===== src/rtl/vga_ctrl_pkg.sv =====
// Shared encodings for the display mode scheduler: FSM states, one-hot source
// selects, resolution codes and the slideshow source rotation.
package vga_ctrl_pkg;

  typedef enum logic [2:0] {
    ST_RUN,
    ST_WAIT_FS,
    ST_BLANKING,
    ST_APPLY,
    ST_SETTLE
  } state_e;

  localparam logic [2:0] SRC_STRIP = 3'b100;
  localparam logic [2:0] SRC_ROM   = 3'b010;
  localparam logic [2:0] SRC_GIF   = 3'b001;

  localparam logic [1:0] RES_640X480   = 2'b00;
  localparam logic [1:0] RES_800X600   = 2'b01;
  localparam logic [1:0] RES_1024X768  = 2'b10;
  localparam logic [1:0] RES_1280X1024 = 2'b11;

  // Slideshow order strip -> ROM -> GIF -> strip; anything unexpected restarts at strip.
  function automatic logic [2:0] next_src(input logic [2:0] src);
    case (src)
      SRC_STRIP: next_src = SRC_ROM;
      SRC_ROM:   next_src = SRC_GIF;
      default:   next_src = SRC_STRIP;
    endcase
  endfunction

  function automatic logic src_is_valid(input logic [2:0] src);
    src_is_valid = (src == SRC_STRIP) || (src == SRC_ROM) || (src == SRC_GIF);
  endfunction

endpackage


===== src/rtl/sel_debounce.sv =====
// Debouncer for a multi-bit switch bundle: a value is taken as stable once it has
// been held for CYCLES consecutive clocks; a one-cycle pulse marks each acceptance.
module sel_debounce #(
  parameter int              WIDTH     = 5,
  parameter int              CYCLES    = 16,
  parameter logic [WIDTH-1:0] RESET_VAL = '0
) (
  input  logic             clk,
  input  logic             rst,
  input  logic [WIDTH-1:0] raw,
  output logic [WIDTH-1:0] stable,
  output logic             accepted
);

  localparam int CW = $clog2(CYCLES + 1);
  localparam logic [CW-1:0] CNT_MAX = CW'(CYCLES);

  logic [WIDTH-1:0] cand_q, cand_d;
  logic [WIDTH-1:0] stable_q, stable_d;
  logic [CW-1:0]    cnt_q, cnt_d;
  logic             accepted_q, accepted_d;

  always_comb begin
    cand_d     = cand_q;
    cnt_d      = cnt_q;
    stable_d   = stable_q;
    accepted_d = 1'b0;
    if (raw != cand_q) begin
      cand_d = raw;
      cnt_d  = CW'(1);
    end else if (cnt_q != CNT_MAX) begin
      cnt_d = cnt_q + CW'(1);
    end
    // Fire only on the cycle the hold count first reaches its target.
    if ((cnt_d == CNT_MAX) && ((cnt_q != CNT_MAX) || (raw != cand_q))) begin
      stable_d   = cand_d;
      accepted_d = 1'b1;
    end
  end

  always_ff @(posedge clk) begin
    if (rst) begin
      cand_q     <= RESET_VAL;
      cnt_q      <= '0;
      stable_q   <= RESET_VAL;
      accepted_q <= 1'b0;
    end else begin
      cand_q     <= cand_d;
      cnt_q      <= cnt_d;
      stable_q   <= stable_d;
      accepted_q <= accepted_d;
    end
  end

  assign stable   = stable_q;
  assign accepted = accepted_q;

endmodule


===== src/rtl/display_mode_scheduler.sv =====
// Applies source/resolution changes only at frame boundaries, wrapped in forced
// black frames, with an optional slideshow that rotates sources every few frames.
module display_mode_scheduler
  import vga_ctrl_pkg::*;
#(
  parameter int DEBOUNCE_CYCLES = 16,
  parameter int BLANK_FRAMES    = 2,
  parameter int DWELL_FRAMES    = 300
) (
  input  logic       clk,
  input  logic       rst,
  input  logic [2:0] req_src,
  input  logic [1:0] req_res,
  input  logic       auto_en,
  input  logic       frame_start,
  output logic [2:0] src_sel,
  output logic [1:0] res_sel,
  output logic       blank,
  output logic       cfg_update,
  output logic       busy
);

  localparam int DW = $clog2(DWELL_FRAMES + 1);
  localparam int BW = $clog2(BLANK_FRAMES + 1);
  localparam logic [DW-1:0] DWELL_MAX = DW'(DWELL_FRAMES);
  localparam logic [BW-1:0] BLANK_MAX = BW'(BLANK_FRAMES);

  logic [4:0] db_stable;
  logic       db_accepted;

  sel_debounce #(
    .WIDTH    (5),
    .CYCLES   (DEBOUNCE_CYCLES),
    .RESET_VAL({SRC_STRIP, RES_640X480})
  ) u_debounce (
    .clk     (clk),
    .rst     (rst),
    .raw     ({req_src, req_res}),
    .stable  (db_stable),
    .accepted(db_accepted)
  );

  state_e        state_q, state_d;
  logic [2:0]    src_sel_q, src_sel_d;
  logic [1:0]    res_sel_q, res_sel_d;
  logic          blank_q, blank_d;
  logic          cfg_update_q, cfg_update_d;
  logic          busy_q, busy_d;
  logic [2:0]    tgt_src_q, tgt_src_d;
  logic [1:0]    tgt_res_q, tgt_res_d;
  logic [2:0]    acc_src_q, acc_src_d;
  logic [1:0]    acc_res_q, acc_res_d;
  logic          pend_q, pend_d;
  logic [DW-1:0] dwell_q, dwell_d;
  logic [BW-1:0] bcnt_q, bcnt_d;

  logic          req_diff;
  logic [DW-1:0] dwell_inc;
  logic [BW-1:0] bcnt_inc;
  logic [2:0]    eff_src;
  logic [1:0]    eff_res;

  always_comb begin
    state_d      = state_q;
    src_sel_d    = src_sel_q;
    res_sel_d    = res_sel_q;
    blank_d      = blank_q;
    cfg_update_d = 1'b0;
    busy_d       = busy_q;
    tgt_src_d    = tgt_src_q;
    tgt_res_d    = tgt_res_q;
    acc_src_d    = acc_src_q;
    acc_res_d    = acc_res_q;
    pend_d       = pend_q;
    dwell_d      = dwell_q;
    bcnt_d       = bcnt_q;

    req_diff  = {acc_src_q, acc_res_q} != {src_sel_q, res_sel_q};
    dwell_inc = (dwell_q == DWELL_MAX) ? DWELL_MAX : dwell_q + DW'(1);
    bcnt_inc  = (bcnt_q == BLANK_MAX) ? BLANK_MAX : bcnt_q + BW'(1);
    eff_src   = pend_q ? acc_src_q : tgt_src_q;
    eff_res   = pend_q ? acc_res_q : tgt_res_q;

    case (state_q)
      ST_RUN: begin
        if (pend_q && req_diff) begin
          tgt_src_d = acc_src_q;
          tgt_res_d = acc_res_q;
          busy_d    = 1'b1;
          dwell_d   = '0;
          pend_d    = 1'b0;
          state_d   = ST_WAIT_FS;
        end else begin
          pend_d = 1'b0;
          if (!auto_en) begin
            dwell_d = '0;
          end else if (frame_start) begin
            if (dwell_inc == DWELL_MAX) begin
              tgt_src_d = next_src(src_sel_q);
              tgt_res_d = res_sel_q;
              busy_d    = 1'b1;
              dwell_d   = '0;
              state_d   = ST_WAIT_FS;
            end else begin
              dwell_d = dwell_inc;
            end
          end
        end
      end
      ST_WAIT_FS: begin
        if (frame_start) begin
          blank_d = 1'b1;
          bcnt_d  = '0;
          state_d = ST_BLANKING;
        end else if (pend_q) begin
          // A request that reverts to the applied config cancels before any blanking.
          pend_d = 1'b0;
          if (!req_diff) begin
            busy_d  = 1'b0;
            state_d = ST_RUN;
          end else begin
            tgt_src_d = acc_src_q;
            tgt_res_d = acc_res_q;
          end
        end
      end
      ST_BLANKING: begin
        tgt_src_d = eff_src;
        tgt_res_d = eff_res;
        pend_d    = 1'b0;
        if (frame_start) begin
          bcnt_d = bcnt_inc;
          if (bcnt_inc == BLANK_MAX) begin
            src_sel_d    = eff_src;
            res_sel_d    = eff_res;
            cfg_update_d = 1'b1;
            state_d      = ST_APPLY;
          end
        end
      end
      ST_APPLY: begin
        state_d = ST_SETTLE;
      end
      ST_SETTLE: begin
        if (frame_start) begin
          blank_d = 1'b0;
          busy_d  = 1'b0;
          state_d = ST_RUN;
        end
      end
      default: begin
        state_d = ST_RUN;
      end
    endcase

    // Capture after the FSM so a fresh acceptance is never lost to a same-cycle clear.
    if (db_accepted) begin
      acc_res_d = db_stable[1:0];
      if (src_is_valid(db_stable[4:2])) begin
        acc_src_d = db_stable[4:2];
      end
      pend_d = 1'b1;
    end
  end

  always_ff @(posedge clk) begin
    if (rst) begin
      state_q      <= ST_RUN;
      src_sel_q    <= SRC_STRIP;
      res_sel_q    <= RES_640X480;
      blank_q      <= 1'b0;
      cfg_update_q <= 1'b0;
      busy_q       <= 1'b0;
      tgt_src_q    <= SRC_STRIP;
      tgt_res_q    <= RES_640X480;
      acc_src_q    <= SRC_STRIP;
      acc_res_q    <= RES_640X480;
      pend_q       <= 1'b0;
      dwell_q      <= '0;
      bcnt_q       <= '0;
    end else begin
      state_q      <= state_d;
      src_sel_q    <= src_sel_d;
      res_sel_q    <= res_sel_d;
      blank_q      <= blank_d;
      cfg_update_q <= cfg_update_d;
      busy_q       <= busy_d;
      tgt_src_q    <= tgt_src_d;
      tgt_res_q    <= tgt_res_d;
      acc_src_q    <= acc_src_d;
      acc_res_q    <= acc_res_d;
      pend_q       <= pend_d;
      dwell_q      <= dwell_d;
      bcnt_q       <= bcnt_d;
    end
  end

  assign src_sel    = src_sel_q;
  assign res_sel    = res_sel_q;
  assign blank      = blank_q;
  assign cfg_update = cfg_update_q;
  assign busy       = busy_q;

endmodule

===== config.mk =====
export PLATFORM = sky130hd
export DESIGN_NAME = display_mode_scheduler
export DESIGN_NICKNAME = d
export VERILOG_FILES = /design/src/rtl/vga_ctrl_pkg.sv /design/src/rtl/sel_debounce.sv /design/src/rtl/display_mode_scheduler.sv
export SDC_FILE = /design/constraint.sdc
export NUM_CORES = 1
export LEC_CHECK = 0
export ABC_AREA = 1
export CORE_MARGIN = 1
export CORE_UTILIZATION = 53
export CTS_CLUSTER_DIAMETER = 150
export DETAILED_ROUTE_END_ITERATION = 8
export PLACE_DENSITY = 0.84
export SETUP_SLACK_MARGIN = 0.05
export SYNTH_ARGS = -nofsm -noshare
export SYNTH_HDL_FRONTEND = slang
export SYNTH_SLANG_ARGS = --single-unit

===== constraint.sdc =====
create_clock -name clk -period 1.9 [get_ports clk]
set_clock_uncertainty 0.2 [all_clocks]
set_input_delay 0.285 -clock clk [delete_from_list [all_inputs] [get_ports clk]]
set_output_delay 0.285 -clock clk [all_outputs]
set_load 0.03 [all_outputs]

==> results.json <==
{
  "ys_types": 42,
  "clk_path_buf_depth": 2,
  "fin_cells": 521,
  "wl_per_cell_um": 15.1,
  "yosys.area.top_type": "dfxtp_1",
  "maxCapViolations": 0,
  "clock-sinks": 49,
  "ff2ff_path_depth": 14,
  "io_pins": 17,
  "hold_viol": 0,
  "clockPowerShare": 0.316,
  "setup_tns_ns": -0.380,
  "setup_viol": 10,
  "first_global_vias": 2525,
  "die-height_um": 74.0,
  "grt_pass1_wl_mm": 11.2,
  "routed.top_layer": "met4",
  "p_switching_uw": 827,
  "grtUsageTotal": 0.265,
  "die_w_um": 74.0,
  "max_freq_mhz": 506,
  "die-area_mm2": 0.00547,
  "wl_met2_mm": 4.03,
  "finalWorstSetupSlack_ns": -0.0752,
  "detail-route-antenna-nets": 0,
  "cts_made_buffers": 5,
  "met1Wirelength_mm": 3.20,
  "p_comb_frac": 0.269,
  "initialDrtViolationCount": 233,
  "slew_viol_final": 0,
  "worstPathMaxFanout": 4,
  "timing.final.crit_share": 1.04,
  "reg2reg_from": "dwell_q[1]",
  "hpwl_mm": 4.77,
  "drc_errors": 0,
  "p_per_area_mw_per_mm2": 724,
  "swShare": 0.297,
  "holdPathStages": 2,
  "vias": 2876,
  "synth-seq-cells": 49,
  "start_util": 0.566,
  "status": "finished, violations left",
  "synth_warnings": 0,
  "end_kind": "register",
  "violations": "setup timing",
  "syn_inst": 383,
  "syn_avg_cell_area_um2": 7.17,
  "tightest_slew_ns": 0.364,
  "r2r-end": "tgt_res_q[1]",
  "p_leak_nw": 1.67,
  "ctsHtreeMaxLevel": 2,
  "area_delta_synth_final_pct": 40.1,
  "async_flop_share": 0,
  "io_buffers": 16,
  "via_per_inst": 5.52,
  "nets": 467,
  "netlist_area_mm2": 0.00275,
  "crit_required_ns": 1.91,
  "hp-start": "bcnt_q[1]",
  "wirelength_mm": 7.85,
  "yosys-top-cells-area": "dfxtp_1 (36%), nand2_1 (9.2%), inv_1 (7.1%), a21oi_1 (6.7%), nor2_1 (6.4%)",
  "grt_max_degree": 22,
  "root_buffer": "clkbuf_8",
  "grt_overflow": 0,
  "rows": 25,
  "core_mm2": 0.00485,
  "syn-num-nets": 397,
  "ff2ff_setup_slack_ns": -0.08,
  "vdd_drop_max_mv": 0.453,
  "seq_power_share": 0.415,
  "cellInternalPower_mw": 1.96,
  "ys_seq_area_frac": 0.357,
  "hp-class": "reg -> reg",
  "antenna_cells": 0,
  "fin_crit_ns": 1.98,
  "dp.cells": 496,
  "hold-path-endpoint": "bcnt_q[1]",
  "start_kind": "register",
  "clk_pin_slew_worst_paths_ns": 0.09,
  "arrival_ns": 1.98,
  "p_total_mw": 2.79,
  "grt_antenna_before_repair": 0,
  "yosysTopAreaCellShare": 0.357,
  "rsz0062_at_grt": "yes",
  "drive_gt1_frac": 0.352,
  "worst_skew_pair.late_latency_ns": 0.31,
  "gp_congestion": 0.998,
  "synth_flop_cell": "dfxtp_1",
  "synth_edf_count": 0,
  "max_slew_margin": 0.756,
  "critical_path_class": "reg -> reg",
  "place_ws_ns": -0.189,
  "first_pass_iters": 4,
  "cts_tree": "built",
  "met3_length_um": 414
}
## layout by cell type (no fill, tap or decap), drive strengths merged, types with 2 or more instances in the layout
cell,count
o211ai,2
clkbuf,7
o22ai,2
inv,53
clkdlybuf4s50,11
xnor2,4
a21oi,39
o21ai,23
buf,56
xor2,6
bufinv,2
nand2,78
nor3,9
a211oi,2
dlygate4sd2,2
o2111ai,2
dlymetal6s2s,3
ha,5
nand3b,3
nand4,11
dfxtp,49
nor2,52
mux2,2
nand3,22
## flip-flops by register name, summed over array words and instances (netlist names), 2 cells and up
| register | cells |
|---|---|
| acc_res_q | 2 |
| acc_src_q | 3 |
| bcnt_q | 2 |
| dwell_q | 9 |
| res_sel | 2 |
| src_sel | 3 |
| state_q | 3 |
| tgt_res_q | 2 |
| tgt_src_q | 3 |
| u_debounce.cand_q | 5 |
| u_debounce.cnt_q | 5 |
| u_debounce.stable | 5 |
## kinds of logic after synthesis
family / count (synthesis) / synth area share
fa+ha+maj: 5 / 0.0228
compound gates: 74 / 0.154
flops: 49 / 0.357
buf+inv: 64 / 0.0966
simple gates: 178 / 0.323
mux: 3 / 0.0118
xor+xnor: 10 / 0.0346
## layout make-up
class                   instances  area [µm²]
repair buffers                 74         671
fillers                       322        1000
inverters                      53         204
clock inverters                 3        65.1
multi-input cells             270        1740
well taps                      67        83.8
clock buffers                   5        68.8
flip-flops and latches         49        1020
## cell usage after synthesis (3+ instances only)
master / count
inv_1: 52
dfxtp_1: 49
xor2_1: 6
nor2_4: 3
nand2_2: 8
nand3_2: 5
xnor2_1: 3
o21ai_0: 22
nand2_1: 67
nand3_1: 17
ha_1: 5
nand3b_1: 3
nor2_1: 47
nor3_1: 6
nand2_4: 3
a21oi_1: 37
clkbuf_1: 5
nand4_1: 10
## per-stage QoR
stage	utilization	hold slack (ns)	cell area, µm²
finish	0.794	0.273	3850
global route	0.794	0.300	3850
CTS	0.736	0.259	3570
detailed placement	0.670	0.240	3250
global placement	0.670	0.238	3250
floorplan	-	0.163	2750
## per-layer routing
layer  vias to the layer above  track usage
li1                       1391            -
met1                      1338        0.319
met2                       122        0.468
met3                        25       0.0474
met4                         0        0.103
met5                         -            0
## power by group through the flow
stage                     clock network [mW]  logic (mW)  registers, mW
after global routing                   0.927       0.800           1.16
final                                  0.880       0.748           1.16
after detailed placement                   0       0.574           1.16
after CTS                              0.887       0.646           1.15
after global placement                     0       0.562           1.16
after floorplan                            0       0.352           1.17
## timing repair
| action | CTS | global route |
|---|---|---|
| cloned | 0 | 2 |
| setup buffers | 10 | 6 |
| endpoints found under the setup margin | 12 | 24 |
| hold buffers | 0 | 0 |
| resized for setup | 38 | 64 |
| pin swaps | 16 | 28 |
## worst max path at each step
stage / startpoint / to / slack [ns] / cells past startpoint
after detailed placement: req_src[2] / u_debounce.stable[0] / -0.19 / 8
final: dwell_q[1] / tgt_res_q[1] / -0.08 / 14
after global routing: dwell_q[1] / busy / -0.18 / 15
after floorplan: src_sel[0] / tgt_src_q[1] / 0.06 / 8
after global placement: req_src[1] / u_debounce.stable[3] / -0.12 / 8
after CTS: dwell_q[0] / tgt_res_q[1] / -0.02 / 14
## worst max-delay path, cell delays in order (launching register included)
cell	delay (ns)
dfxtp_4	0.37
inv_4	0.06
ha_4	0.13
nand2_2	0.05
nor2_1	0.09
nand2_1	0.11
nand3_2	0.11
nand2_2	0.08
nor2_4	0.15
nand4_4	0.11
nand2_4	0.12
buf_6	0.12
nand3_2	0.07
nand2_2	0.08
a21oi_2	0.03
Note: power is estimated with default switching activity, not from simulation.
